File: src/rtl/wl_group_rx.sv
// Receiver for the time-multiplexed WL pin protocol: collects groups into a
// shadow vector, then commits whole frames to wl_o under a valid/ack handshake.
module wl_group_rx #(
    parameter  int WL_GROUP_WIDTH = 8,
    parameter  int WL_GROUP_COUNT = 8,
    localparam int NUM_INPUTS     = WL_GROUP_WIDTH * WL_GROUP_COUNT,
    localparam int SEL_W          = $clog2(WL_GROUP_COUNT)
) (
    input  logic                      clk,
    input  logic                      rst_n,
    input  logic [WL_GROUP_WIDTH-1:0] wl_data_i,
    input  logic [SEL_W-1:0]          wl_group_sel_i,
    input  logic                      wl_latch_i,
    input  logic                      frame_clr_i,
    input  logic                      err_clr_i,
    input  logic                      wl_ack_i,
    output logic [NUM_INPUTS-1:0]     wl_o,
    output logic                      wl_valid_o,
    output logic [WL_GROUP_COUNT-1:0] group_mask_o,
    output logic                      dup_err_o,
    output logic                      overrun_o
);

    typedef enum logic {COLLECT, FULL} state_t;

    state_t                    state_q, state_d;
    logic                      latch_q, latch_d;
    logic [NUM_INPUTS-1:0]     shadow_q, shadow_d;
    logic [NUM_INPUTS-1:0]     wl_q, wl_d;
    logic [WL_GROUP_COUNT-1:0] mask_q, mask_d;
    logic                      valid_q, valid_d;
    logic                      dup_q, dup_d;
    logic                      ovr_q, ovr_d;

    logic latch_edge, sel_ok, dup_set, ovr_set, xfer;

    assign latch_edge = wl_latch_i & ~latch_q;
    // Only reachable when the group count is not a power of two.
    assign sel_ok     = 32'(wl_group_sel_i) < WL_GROUP_COUNT;

    always_comb begin
        latch_d  = wl_latch_i;
        shadow_d = shadow_q;
        mask_d   = mask_q;
        state_d  = state_q;
        wl_d     = wl_q;
        valid_d  = valid_q;
        dup_set  = 1'b0;
        ovr_set  = 1'b0;
        xfer     = 1'b0;

        if (frame_clr_i) begin
            mask_d  = '0;
            state_d = COLLECT;
        end else if (state_q == COLLECT) begin
            if (latch_edge) begin
                if (!sel_ok) begin
                    dup_set = 1'b1;
                end else begin
                    for (int g = 0; g < WL_GROUP_COUNT; g++) begin
                        if (wl_group_sel_i == SEL_W'(g)) begin
                            shadow_d[g*WL_GROUP_WIDTH +: WL_GROUP_WIDTH] = wl_data_i;
                            dup_set   = mask_q[g];
                            mask_d[g] = 1'b1;
                        end
                    end
                    if (&mask_d) state_d = FULL;
                end
            end
        end else begin
            ovr_set = latch_edge;
            if (!valid_q || wl_ack_i) begin
                xfer    = 1'b1;
                wl_d    = shadow_q;
                mask_d  = '0;
                state_d = COLLECT;
            end
        end

        // A transfer in the ack cycle keeps valid high with the new frame.
        if (xfer)          valid_d = 1'b1;
        else if (wl_ack_i) valid_d = 1'b0;

        dup_d = (dup_q & ~err_clr_i) | dup_set;
        ovr_d = (ovr_q & ~err_clr_i) | ovr_set;
    end

    always_ff @(posedge clk or negedge rst_n) begin
        if (!rst_n) begin
            state_q  <= COLLECT;
            latch_q  <= 1'b0;
            shadow_q <= '0;
            mask_q   <= '0;
            wl_q     <= '0;
            valid_q  <= 1'b0;
            dup_q    <= 1'b0;
            ovr_q    <= 1'b0;
        end else begin
            state_q  <= state_d;
            latch_q  <= latch_d;
            shadow_q <= shadow_d;
            mask_q   <= mask_d;
            wl_q     <= wl_d;
            valid_q  <= valid_d;
            dup_q    <= dup_d;
            ovr_q    <= ovr_d;
        end
    end

    assign wl_o         = wl_q;
    assign wl_valid_o   = valid_q;
    assign group_mask_o = mask_q;
    assign dup_err_o    = dup_q;
    assign overrun_o    = ovr_q;

endmodule
File: config.mk
export PLATFORM = sky130hd
export DESIGN_NAME = wl_group_rx
export DESIGN_NICKNAME = d
export VERILOG_FILES = /design/src/rtl/wl_group_rx.sv
export SDC_FILE = /design/constraint.sdc
export NUM_CORES = 1
export LEC_CHECK = 0
export CELL_PAD_IN_SITES_DETAIL_PLACEMENT = 1
export CELL_PAD_IN_SITES_GLOBAL_PLACEMENT = 1
export CORE_ASPECT_RATIO = 1.5
export CORE_MARGIN = 2
export CORE_UTILIZATION = 44
export CTS_CLUSTER_DIAMETER = 150
export DETAILED_ROUTE_END_ITERATION = 12
export PLACE_DENSITY = 0.81
export SLEW_MARGIN = 20
export SYNTH_ARGS = -nofsm -noshare
export SYNTH_HDL_FRONTEND = slang
export SYNTH_SLANG_ARGS = --single-unit
File: constraint.sdc
create_clock -name clk -period 2.2 [get_ports clk]
set_input_delay 0.44 -clock clk [delete_from_list [all_inputs] [get_ports clk]]
set_output_delay 0.44 -clock clk [all_outputs]
set_load 0.02 [all_outputs]
Word-level counts from Yosys, hierarchy flattened. Index checks and enable logic that the tools add are counted.

Bits of input ports: 17. Output and inout port bits: 75. Flip-flop bits (word level): 141. Word-level logic and storage cells: 107.

Reductions and logical operators: 16. Bitwise logic cells: 9. Muxes and demuxes: 59. Eq/ne operators: 8.

Operator list (count): two-way mux 1 bit (55); two-way mux 8 bit (4); AND reduction 4 bit (8); equality test 3 bit, second input constant (4); AND reduction 8 bit (1); equality test 3 x 2 -> 1 bit, second input constant (2); inverter 1 bit (4); bitwise AND 1 bit (3); equality test 3 x 1 -> 1 bit, second input constant (1); zero test 3 bit (1); inequality test 3 x 2 -> 1 bit, second input constant (1); AND reduction 3 bit (1); nonzero test 3 bit (1); OR 1 bit (2); AND reduction 2 bit (1); nonzero test 2 bit (1); zero test 1 bit (1); logical OR 1 bit (1).

Depth between registers and ports, before layout.
Depth in word-level cells: 13. Gate-level depth with buffers: 6. Depth with buffers taken out: 4.

Worst setup path before layout. No wires, ideal clock.

Kind: input port to flip-flop. Start: in frame_clr_i. End: reg shadow_q[32]. Path buffers: 1. Setup slack: 346 ps. Stages: 5. Library setup time: 125 ps. Arrival time: 1730 ps. Data required time: 2075 ps. Cell sequence: nor4b_2 > nand2b_1 > buf_2 > nor3b_4 > mux2_2.

Word-level cells in the longest chain between the ends: 2.

Ends and longest elaborated chain: from (decl) (RTL line 14) `input logic frame_clr_i,`; inverter 1 bit (no source line); AND reduction 4 bit (no source line); to (signal assigned) (RTL line 101) `shadow_q <= shadow_d;`; to (decl) (RTL line 28) `logic [NUM_INPUTS-1:0] shadow_q, shadow_d;`.

Every way passes these cells. A chain may end at the register's enable or synchronous reset.

Worst setup path after layout.
Start: in frame_clr_i. End: reg shadow_q[35].

The elaborated chain is that of the path after synthesis.

==> run metrics <==
status=complete, no violations; Fillers=1,107; Final period util=0.955; fmax=0.476 GHz; IO buf count=91; Crit Reg-Reg Startpoint=state_q$_DFF_PN0_; critical path launch point=frame_clr_i; vias=3,385; TNS Setup=0 ps; Num CTS Buffers=17; largest net degree at the start of global routing=57; ANT nets after route=0; first-pass GRT wire length=21.9 mm; Mapped Cells=349; CTS H-Tree Depth=4; worst IR drop on VDD=0.000503 V; Critical Path AT=2390 ps; Clk pin slew, worst setup/hold paths=60 ps; core box area=12,100 sq um; Total GRT Usage=0.224; register area=3530 sq um; WHS=502 ps; initial antenna violation count=0; # rows=49; minimum clock period=2100 ps; worst r2r path cells=6; Worst Max-Slew Pin Slew=533 ps; nets=486; Die Height=141 um; ANT cells=0; Setup crit end=shadow_q[35]$_DFFE_PN0P_; number of global-route vias before repair=3,905; count of different cell masters after synthesis=34; dpl ws=-270 ps; Clock Tree Buf Depth=2; Syn Nets=366; Die Area=13,400 sq um; grt ovf=0; DR iter-0 viols=116; crit path setup slack, layout=98.5 ps; placed wire-length estimate=8.83 mm; clk_lat worst skew=420 ps; Hold Path Class=reg2reg; area of the multi-input gates=1880 sq um; DR vias/cell=5.35; worst-path fanout max=9; Root Buffer=clkbuf_16; # setup viols final=0; startpoint types=input pin; GR peak layer=met2; layout cell share with drive strength beyond 1=0.396; Initial Util=0.453; area delta synth->final=34.6%; Pins Over Slew Limit=0; clk sink count=141; Crit. End Element=flop; Layout Skew=6.89 ps; # DRC=0; max-cap violations=0; unrepaired setup endpoints after global routing=no; endpoints failing hold=0; leakage power=3.45 nW; Avg WL per Cell=21.6 um; power per cell area=843 nW/um^2; top-area cell type share of the netlist area=0.645; post-synth top area cell=dfrtp_1; Cell Area, Synth=5470 sq um; flops & latches, synth=141; grt met1 use=0.267; Die W=95.0 um; met2 Use GR=0.395; io pins=92; Pre-antenna DRT Iters=5; flop2flop setup slack=180 ps; Crit Reg-Reg Endpoint=shadow_q[35]$_DFFE_PN0P_; Ys Warns=0; synthesized area per cell=15.7 sq um; Crit Path Category=in2reg; Power, Total=6.21 mW; M3 GR Usage=0.0495; Area contributors post-synth=dfrtp_1, mux2_2, nand2b_1; drt total wl=13.7 mm; Crit path required time=2490 ps; RD Place Congestion=0.824; worst relative slew slack=0.644; Seq/Total Area, Yosys=0.645; CTS tree=built
[registers in the layout, summed over array words and instances (netlist names)]
register,count
state_q,1
wl_o,64
latch_q,1
group_mask_o,8
wl_valid_o,1
shadow_q,64
overrun_o,1
dup_err_o,1
[through the flow]
step                      cell area [sq um]  std cells   util
after global placement                 6780        602  0.561
after floorplan                        5470        349      -
after CTS                              7360        633  0.610
after detailed placement               6780        602  0.561
final                                  7360        633  0.610
after global routing                   7360        633  0.610
[logic make-up (layout without fill, tap and decap cells)]
kind of cell	Yosys count	in the layout	share of synthesized area
mux	132	132	0.271
compound gates	18	18	0.0215
buf+inv	16	147	0.0130
simple gates	42	42	0.0494
flops	141	141	0.645
[where the power goes]
part / leakage (nW) / switching [mW] / total (mW) / internal, mW
Sequential: 1.89 / 0.140 / 2.97 / 2.83
Clock: 0.285 / 1.03 / 2.80 / 1.77
Combinational: 1.28 / 0.196 / 0.435 / 0.239
[worst min path at each step]
stage	cells after the start	start	slack [ps]	endpoint
floorplan	0	rst_n	140	dup_err_o$_DFF_PN0_
global placement	1	rst_n	420	wl_o[59]$_DFFE_PN0P_
detailed placement	1	rst_n	430	wl_o[59]$_DFFE_PN0P_
CTS	1	shadow_q[13]$_DFFE_PN0P_	500	shadow_q[13]$_DFFE_PN0P_
global route	1	shadow_q[58]$_DFFE_PN0P_	510	shadow_q[58]$_DFFE_PN0P_
finish	1	shadow_q[13]$_DFFE_PN0P_	500	shadow_q[13]$_DFFE_PN0P_
[critical path, cell delays in order]
cell             delay [ps]
clkdlybuf4s50_1         450
nor4b_2                 470
nand2b_1                110
buf_4                   180
nor3b_4                 230
buf_12                  160
mux2_2                  350
[area by class of cell]
type / instances / area share
Timing Repair Buffer: 115 / 0.161
Clock buffer: 23 / 0.0663
Tap cell: 153 / 0.0260
Multi-Input combinational cell: 192 / 0.255
Inverter: 2 / 0.00102
Sequential cell: 141 / 0.479
Clock inverter: 7 / 0.0119
[synth_stat cells]
cell / n
a21o_1: 4
or3b_2: 1
a211o_1: 1
nand3b_2: 1
nand3_2: 1
o21ai_0: 4
and2_1: 1
buf_2: 9
nor3b_4: 1
a311oi_1: 1
nor3_4: 1
nand2_1: 11
dfrtp_1: 141
nor2b_1: 2
nor2_1: 4
mux2i_1: 4
nor3b_1: 1
buf_1: 2
clkbuf_1: 3
a21oi_1: 3
mux2_2: 128
inv_1: 2
nor4b_1: 1
nand4_1: 1
nand3_1: 2
nor2_2: 2
nand2_2: 1
nor4b_2: 1
a22o_1: 1
o21bai_1: 1
nor3_1: 1
nand2b_1: 8
o22ai_1: 3
nand4b_1: 1
[layout by cell type (no fill, tap or decap), drive strengths merged, types with 6 or more instances in the layout]
master and count:
buf 24, clkbuf 23, clkdlybuf4s50 90, dfrtp 141
mux2 128, nand2 12, nand2b 8, nor2 6
[what timing repair did]
action / in CTS / in global routing
hold buffers: 1 / 0
endpoints found under the hold margin: 14 / 0
buffers inserted: 0 / 0
setup endpoints to repair: 0 / 0
gates resized for setup: 0 / 0
[routing by layer]
| layer | part of all wire | vias up |
|---|---|---|
| met5 | 0 | - |
| met4 | 0.014 | 0 |
| met3 | 0.025 | 16 |
| met2 | 0.56 | 72 |
| met1 | 0.40 | 1819 |
| li1 | - | 1478 |
No activity file was read; power rests on OpenSTA's default activity.
